<file path="src/rtl/alarm_timer.sv">
// -----------------------------------------------------------------------------
// alarm_timer
//
// Purpose:
//   Seconds-resolution countdown used by the alarm FSM. A start request loads
//   an interval of 1..15 seconds and counts it down once per second. A one-cycle
//   expired pulse is raised when the countdown completes. Loading zero expires
//   at once. An abort cancels the countdown without raising expired.
//
// Ports:
//   clock          in   system clock; all state changes on its rising edge
//   reset          in   asynchronous active-high reset
//   start_timer    in   load-and-start request (also restarts a running count)
//   abort          in   cancel a running countdown (highest priority)
//   value[3:0]     in   interval in seconds, sampled only on a start edge
//   expired        out  registered one-cycle pulse at end of countdown
//   busy           out  high while a countdown is running
//   remaining[3:0] out  seconds left in the current countdown
//   one_hz_enable  out  registered one-cycle pulse on each 1 s tick while running
//
// Parameters:
//   CYCLES_PER_SEC clock cycles per 1 s tick (must be >= 2)
// -----------------------------------------------------------------------------
module alarm_timer #(
    parameter int CYCLES_PER_SEC = 100000000
) (
    input  logic       clock,
    input  logic       reset,
    input  logic       start_timer,
    input  logic       abort,
    input  logic [3:0] value,
    output logic       expired,
    output logic       busy,
    output logic [3:0] remaining,
    output logic       one_hz_enable
);

    localparam int PW = (CYCLES_PER_SEC > 1) ? $clog2(CYCLES_PER_SEC) : 1;
    localparam logic [PW-1:0] LAST_COUNT = PW'(CYCLES_PER_SEC - 1);

    typedef enum logic {
        S_IDLE,
        S_RUNNING
    } state_t;

    state_t        state;
    logic [PW-1:0] prescaler;
    logic          tick;

    // A tick marks the last cycle of each running second. The prescaler is
    // zeroed on the start edge, so the first tick lands exactly
    // CYCLES_PER_SEC cycles after the start edge.
    assign tick = (state == S_RUNNING) && (prescaler == LAST_COUNT);

    assign busy = (state == S_RUNNING);

    // Single state register for the whole timer. Abort beats start, and start
    // beats tick. So a restart on the final tick cycle replaces the old count
    // before it can expire. The expired and one_hz_enable outputs default low
    // every cycle, so each is a one-cycle pulse.
    always_ff @(posedge clock or posedge reset) begin
        if (reset) begin
            state         <= S_IDLE;
            prescaler     <= '0;
            remaining     <= 4'd0;
            expired       <= 1'b0;
            one_hz_enable <= 1'b0;
        end else begin
            expired       <= 1'b0;
            one_hz_enable <= 1'b0;

            if (abort) begin
                state     <= S_IDLE;
                remaining <= 4'd0;
                prescaler <= '0;
            end else if (start_timer) begin
                prescaler <= '0;
                if (value != 4'd0) begin
                    state     <= S_RUNNING;
                    remaining <= value;
                end else begin
                    // A zero-length interval is already over: stay idle and
                    // signal completion straight away.
                    state     <= S_IDLE;
                    remaining <= 4'd0;
                    expired   <= 1'b1;
                end
            end else if (tick) begin
                prescaler     <= '0;
                one_hz_enable <= 1'b1;
                if (remaining > 4'd1) begin
                    remaining <= remaining - 4'd1;
                end else begin
                    remaining <= 4'd0;
                    state     <= S_IDLE;
                    expired   <= 1'b1;
                end
            end else if (state == S_RUNNING) begin
                prescaler <= prescaler + PW'(1);
            end else begin
                prescaler <= '0;
            end
        end
    end

endmodule
</file>
<file path="config.mk">
export PLATFORM = sky130hd
export DESIGN_NAME = alarm_timer
export DESIGN_NICKNAME = d
export VERILOG_FILES = /design/src/rtl/alarm_timer.sv
export SDC_FILE = /design/constraint.sdc
export NUM_CORES = 1
export LEC_CHECK = 0
export BUFFER_PORTS_ARGS = -buffer_cell sky130_fd_sc_hd__buf_2
export CORE_ASPECT_RATIO = 0.8
export CORE_UTILIZATION = 50
export CTS_CLUSTER_SIZE = 25
export DETAILED_ROUTE_END_ITERATION = 7
export GPL_TIMING_DRIVEN = 0
export MAX_ROUTING_LAYER = met4
export PLACE_DENSITY = 0.8
export SLEW_MARGIN = 20
export SYNTH_ARGS = -nofsm -noshare
export SYNTH_HDL_FRONTEND = slang
export SYNTH_SLANG_ARGS = --single-unit
</file>
<file path="constraint.sdc">
create_clock -name clock -period 2.2 [get_ports clock]
set_clock_uncertainty 0.1 [all_clocks]
set_input_delay 0.44 -clock clock [delete_from_list [all_inputs] [get_ports clock]]
set_output_delay 0.44 -clock clock [all_outputs]
set_load 0.05 [all_outputs]
</file>
==> results of run 1 <==
## synthesized netlist by cell type, drive strengths merged (2+ instances only)
cell type and number:
a211oi 3, a21oi 13, a22oi 2, a31oi 2, and2 4, and3 4
and4 3, buf 3, clkbuf 5, dfrtp 34, ha 3, inv 6
nand2 18, nand3 16, nand3b 2, nand4 11, nor2 17, nor3 7
nor4 5, o2111ai 2, o211ai 3, o21ai 8, o31ai 5, or3 6
or4 10, or4b 2, xnor2 5, xor2 5
## state kept, by name, indices dropped and copies added, names as in the netlist
name	cells
busy	1
prescaler	27
one_hz_enable	1
expired	1
remaining	4
## area by class of cell
class,instances,area share
Clock inverter,3,0.0279
Tap cell,55,0.0279
Sequential cell,34,0.348
Multi-Input combinational cell,168,0.478
Clock buffer,5,0.0279
Buffer,7,0.0173
Inverter,6,0.00914
Timing Repair Buffer,24,0.0630
## per-layer routing
layer	routed length, microns	GRT usage	share of wire	up-vias
met5	0	-	0	-
met2	2430	0.383	0.47	91
met1	2340	0.377	0.45	928
li1	-	-	-	895
met4	55	0.0588	0.011	0
met3	374	0.0696	0.072	11
## report_power, final
group          switching (mW)  internal (mW)
clock                   0.243          0.454
sequential             0.0109          0.632
combinational          0.0804         0.0356
total                   0.334           1.12
## critical path: stages, from the launching register on
cell and delay (ns):
dfrtp_2 0.44, or4b_4 0.57, or4_4 0.63, o21ai_4 0.24, buf_6 0.16, a21oi_1 0.04
## stage by stage
step | setup WS, ns | area (sq um)
2_1_floorplan | -0.00361 | 1990
3_3_place_gp | -0.205 | 2130
3_5_place_dp | -0.210 | 2130
4_1_cts | -0.0949 | 2340
5_1_grt | -0.148 | 2460
6_report | -0.117 | 2460
## repair_timing
item | 4_1_cts | 5_1_grt
cloned | 0 | 2
buffers inserted | 6 | 4
endpoints found under the setup margin | 30 | 30
pin swaps | 4 | 13
resized for setup | 10 | 25
## worst min-delay path by stage
stage	startpoint	endpoint	slack [ns]	cells after the start
finish	reset	prescaler[6]	0.16	2
global route	reset	prescaler[2]	0.22	2
CTS	reset	prescaler[7]	0.18	2
detailed placement	prescaler[0]	prescaler[0]	0.45	1
global placement	prescaler[0]	prescaler[0]	0.44	1
floorplan	prescaler[0]	prescaler[0]	0.41	1
## cells by family (layout without fill, tap and decap cells)
| kind of cell | count (synthesis) | after routing | synth area share |
|---|---|---|---|
| AOI/OAI and AO/OA | 44 | 44 | 0.152 |
| xor gates and xnor gates | 10 | 10 | 0.0442 |
| adders and majority gates | 3 | 3 | 0.0190 |
| buffers and inverters | 14 | 45 | 0.0354 |
| DFF | 34 | 34 | 0.430 |
| muxes | 2 | 2 | 0.0107 |
| and+or+nand+nor | 108 | 109 | 0.309 |
==> flow_summary_export.csv, run 1 <==
group,metric,value,unit
global_routing,grt_max_degree,35,
worst_setup_path,crit_path_start,"prescaler[11]",
timing,worst_pin_slew,0.715,ns
timing,setup_tns,-2.11,ns
timing,slew_headroom,0.523,
outcome,outcome,"complete, but fails checks",
floorplan,rows,20,
floorplan,die_w,72.3,microns
worst_setup_path,r2r_slack,-0.12,ns
global_routing,grt_pass1_wl,8200,microns
finish,nNetsFinal,257,
synth,synth_nets,226,
finish,final_layout_size_suffix_gt1_frac,0.267,
detailed_routing,drt-pass1-iter-count,4,
detailed_routing,drcViolationCount,0,
worst_setup_path,critical_path_class,"reg2reg",
outcome,violations,"negative setup slack",
finish,layout_common_cells,"dfrtp_1, nand2_1, nand3_1, buf_2, nor2_1",
detailed_routing,drt_iter0_drc,169,
pwr,power,1.46,mW
global_routing,antenna_found_initial,0,
floorplan,dieArea,0.00422,sq mm
timing,rsz0062_at_grt,"true",
place,hpwlAfterDp,3310,microns
worst_setup_path,setup.worst_path.end_class,"register",
clocking,cts_tree,"yes",
synth,syn_area,0.00198,sq mm
synth,async_flop_share,1.00,
detailed_routing,wl_per_cell,17.2,microns
place,gp_congestion,0.850,
worst_setup_path,r2r_start,"prescaler[11]",
clocking,insertion_delay,0.29,ns
finish,num_antenna_cells,0,
hold_path,hold_path_class,"in2async",
finish,multi_input_area,0.00118,sq mm
global_routing,grt_pass1_vias,1676,
timing,setup-violations-final,24,
place,dp.cells,283,
floorplan,start_util,0.520,
flow_run,cap_violations,0,
detailed_routing,ant_nets,0,
synth,syn_inst,215,
timing,hold-worst-slack,0.157,ns
synth,synth_edf_count,0,
pwr,power.density,591,mW/mm^2
synth,synth_seq_cells,34,
timing,timing.final.crit_share,1.05,
clocking,cts_made_buffers,5,
worst_setup_path,endpoint,"prescaler[17]",
worst_setup_path,r2r-end,"prescaler[17]",
detailed_routing,wirelength,5200,microns
worst_setup_path,worst_setup_path_start_kind,"register",
timing,min_period,2.32,ns
synth,ys.flop_type,"dfrtp_1",
clocking,clock_sinks,34,
synth,ys_warn_count,0,
detailed_routing,viasPerCell,6.37,
synth,ys_seq_area_frac,0.430,
worst_setup_path,worstPathMaxFanout,6,
worst_setup_path,rr_worst_depth,5,
worst_setup_path,cp.arrival,2.38,ns
global_routing,grt.overflow.total,0,
pwr,peakVddDrop,0.000508,V
finish,regArea,858,sq um
clocking,cts-root-buf,"clkbuf_8",
finish,final_common_cell,"dfrtp_1",
finish,stdcell_count,302,
finish,syn_to_final_growth,24.5,%
floorplan,fp.dieH,58.3,microns
clocking,cts.htree.levels,2,
place,port_buffers,13,
floorplan,ios,15,
global_routing,grt_usage,0.266,
synth,yosys.area.top_type_share,0.430,
timing,slew_viol_final,0,
timing,fmax,0.432,GHz
synth,synth.largest_area_cell,"dfrtp_1",
floorplan,core-area,0.00380,sq mm
worst_setup_path,cp.required,2.26,ns
timing,hold_viol_final,0,
clocking,hold_buffers,0,
timing,postLayoutSetupSlackWorst,-0.117,ns
clocking,cts_buffer_depth,2,
finish,fillers,326,
clocking,path_clk_slew,0.08,ns
detailed_routing,vias,1925,
synth,synth_area_leaders,"dfrtp_1, nand3_1, nand2_1",
synth,yosysUniqueCellTypes,46,
pwr,p_leak,0.906,nW
synth,postSynthAreaPerCell,9.21,sq um
finish,final_core_util,0.648,
(Power assumes the default switching activity.)
==> run 2, diff against run 1 <==
CELL_PAD_IN_SITES_DETAIL_PLACEMENT = 0   (was default)
CELL_PAD_IN_SITES_GLOBAL_PLACEMENT = 1   (was default)
CORE_UTILIZATION = 41   (was 50)
PLACE_DENSITY = 0.83   (was 0.8)
==> run 2 against run 1 <==
The run still ends with negative setup slack left; setup slack improved by 0.028 ns; routed wire length rose by 0.37%; design area fell by 0.96%; flip-flop and latch count did not move; critical endpoint is now prescaler[23]; largest cell class unchanged.
==> flow_summary_export.csv, run 2 (synthesis results as in run 1) <==
group,metric,value,unit
timing,hold_viol_final,0,
clocking,cts.htree.levels,2,
pwr,p_sw,342,uW
finish,syn_to_final_growth,23.3,%
worst_setup_path,r2r-end,"prescaler[23]",
finish,num_antenna_cells,0,
floorplan,core-area,0.00462,sq mm
place,dp_slack,-0.229,ns
global_routing,antenna_found_initial,0,
floorplan,die_w,79.7,microns
clocking,cts_tree,"yes",
finish,largest_reg_flops,27,
place,gp_congestion,0.821,
worst_setup_path,crit_path_start,"prescaler[11]",
finish,nNetsFinal,259,
timing,timing.final.crit_share,1.04,
global_routing,grt_pass1_vias,1681,
finish,layout_common_cells,"dfrtp_1, nand2_1, nand3_1, nor2_1, buf_2",
detailed_routing,ant_nets,0,
detailed_routing,viasPerCell,6.00,
pwr,swShare,0.229,
worst_setup_path,cp.arrival,2.36,ns
pwr,pwr-share-clk,0.492,
clocking,path_clk_slew,0.08,ns
timing,fmax,0.437,GHz
detailed_routing,wirelength,5220,microns
worst_setup_path,critical_path_class,"reg2reg",
timing,slew_viol_final,0,
timing,min_period,2.29,ns
finish,top_regs,"prescaler (27), remaining (4)",
clocking,cts_buffer_depth,2,
finish,final_area,0.00244,sq mm
worst_setup_path,worst_setup_path_start_kind,"register",
global_routing,grt_pass1_wl,8570,microns
detailed_routing,drt_iter0_drc,139,
timing,setup-violations-final,18,
floorplan,start_util,0.428,
timing,slew_headroom,0.515,
clocking,hold_buffers,0,
timing,hold-worst-slack,0.161,ns
worst_setup_path,rr_worst_depth,5,
timing,worst_pin_slew,0.726,ns
worst_setup_path,setup.worst_path.end_class,"register",
pwr,power.density,612,mW/mm^2
finish,final_core_util,0.528,
finish,regMostFlops,"prescaler",
pwr,sequentialPowerShare,0.430,
timing,postLayoutSetupSlackWorst,-0.0895,ns
pwr,p_leak,0.925,nW
outcome,outcome,"complete, but fails checks",
detailed_routing,wl_per_cell,16.9,microns
finish,fillers,432,
clocking,clock_sinks,34,
place,placed_area,0.00213,sq mm
flow_run,cap_violations,0,
detailed_routing,drt-pass1-iter-count,4,
global_routing,grt_max_degree,35,
worst_setup_path,r2r_slack,-0.09,ns
clocking,cts_made_buffers,5,
floorplan,rows,22,
outcome,violations,"negative setup slack",
place,hpwlAfterDp,3360,microns
clocking,insertion_delay,0.29,ns
timing,rsz0062_at_grt,"true",
worst_setup_path,cp.required,2.27,ns
pwr,peakVddDrop,0.000363,V
floorplan,dieArea,0.00511,sq mm
hold_path,hold_path_class,"in2async",
pwr,power_frac_comb,0.078,
worst_setup_path,endpoint,"prescaler[23]",
finish,final_layout_size_suffix_gt1_frac,0.253,
detailed_routing,vias,1855,
detailed_routing,drcViolationCount,0,
global_routing,grt_usage,0.227,
clocking,cts-root-buf,"clkbuf_8",
place,port_buffers,13,
floorplan,ios,15,
pwr,p_int,1.15,mW
pwr,power,1.49,mW
worst_setup_path,worstPathMaxFanout,5,
worst_setup_path,r2r_start,"prescaler[11]",
global_routing,grt.overflow.total,0,
finish,final_common_cell,"dfrtp_1",
floorplan,fp.dieH,64.1,microns
-- run 2: changes by cell type in the layout (fill, tap and decap cells not counted), sizes merged --
cell	change
buf	+2
clkbuf	+1
clkinv	-1
-- run 2: area by class of cell --
type | instances | area (sq um) | share of cell area
multi-input cells | 168 | 1130 | 0.464
flip-flops and latches | 34 | 856 | 0.351
repair buffers | 26 | 170 | 0.0697
clock buffers | 6 | 82.6 | 0.0338
well taps | 60 | 75.1 | 0.0308
clock inverters | 2 | 60.1 | 0.0246
plain buffers | 7 | 42.5 | 0.0174
inverters | 6 | 22.5 | 0.00923
-- run 2: stage by stage --
stage | TNS, ns | cells
after detailed placement | -3.39 | 288
after global placement | -3.61 | 288
final | -1.28 | 309
after floorplan | -0.0108 | 215
after CTS | -1.50 | 306
after global routing | -1.99 | 309
-- run 2: critical path, stage by stage, from the launching register on --
cell and delay, ns:
dfrtp_1 0.41, or4b_4 0.56, or4_4 0.63, o21ai_4 0.26, buf_6 0.17, a21oi_1 0.04
-- run 2: power groups by stage --
stage               sequential [mW]  combinational (mW)  clock (mW)
floorplan                     0.678              0.0551           0
global placement              0.655               0.110           0
detailed placement            0.655               0.110           0
CTS                           0.642               0.116       0.743
global route                  0.644               0.126       0.781
finish                        0.642               0.116       0.735
-- run 2: routing by layer --
metal  share of wire  routed length [microns]  up-vias  global-route usage
met3           0.060                      311        9              0.0429
li1                -                        -      889                   -
met1            0.48                     2520      900               0.336
met5               0                        0        -                   -
met4           0.013                       67        0              0.0659
met2            0.44                     2320       57               0.311
-- run 2: worst min path at each step --
stage	start	end	slack, ns
CTS	reset	prescaler[7]	0.20
detailed placement	prescaler[0]	prescaler[0]	0.45
finish	reset	prescaler[6]	0.16
floorplan	prescaler[0]	prescaler[0]	0.41
global route	reset	one_hz_enable	0.23
global placement	prescaler[0]	prescaler[0]	0.44
-- run 2: what timing repair did --
action / 4_1_cts / 5_1_grt
gates resized for setup: 13 / 13
gates cloned: 2 / 0
buffers inserted: 9 / 3
setup endpoints to repair: 28 / 29
pin swaps: 5 / 1
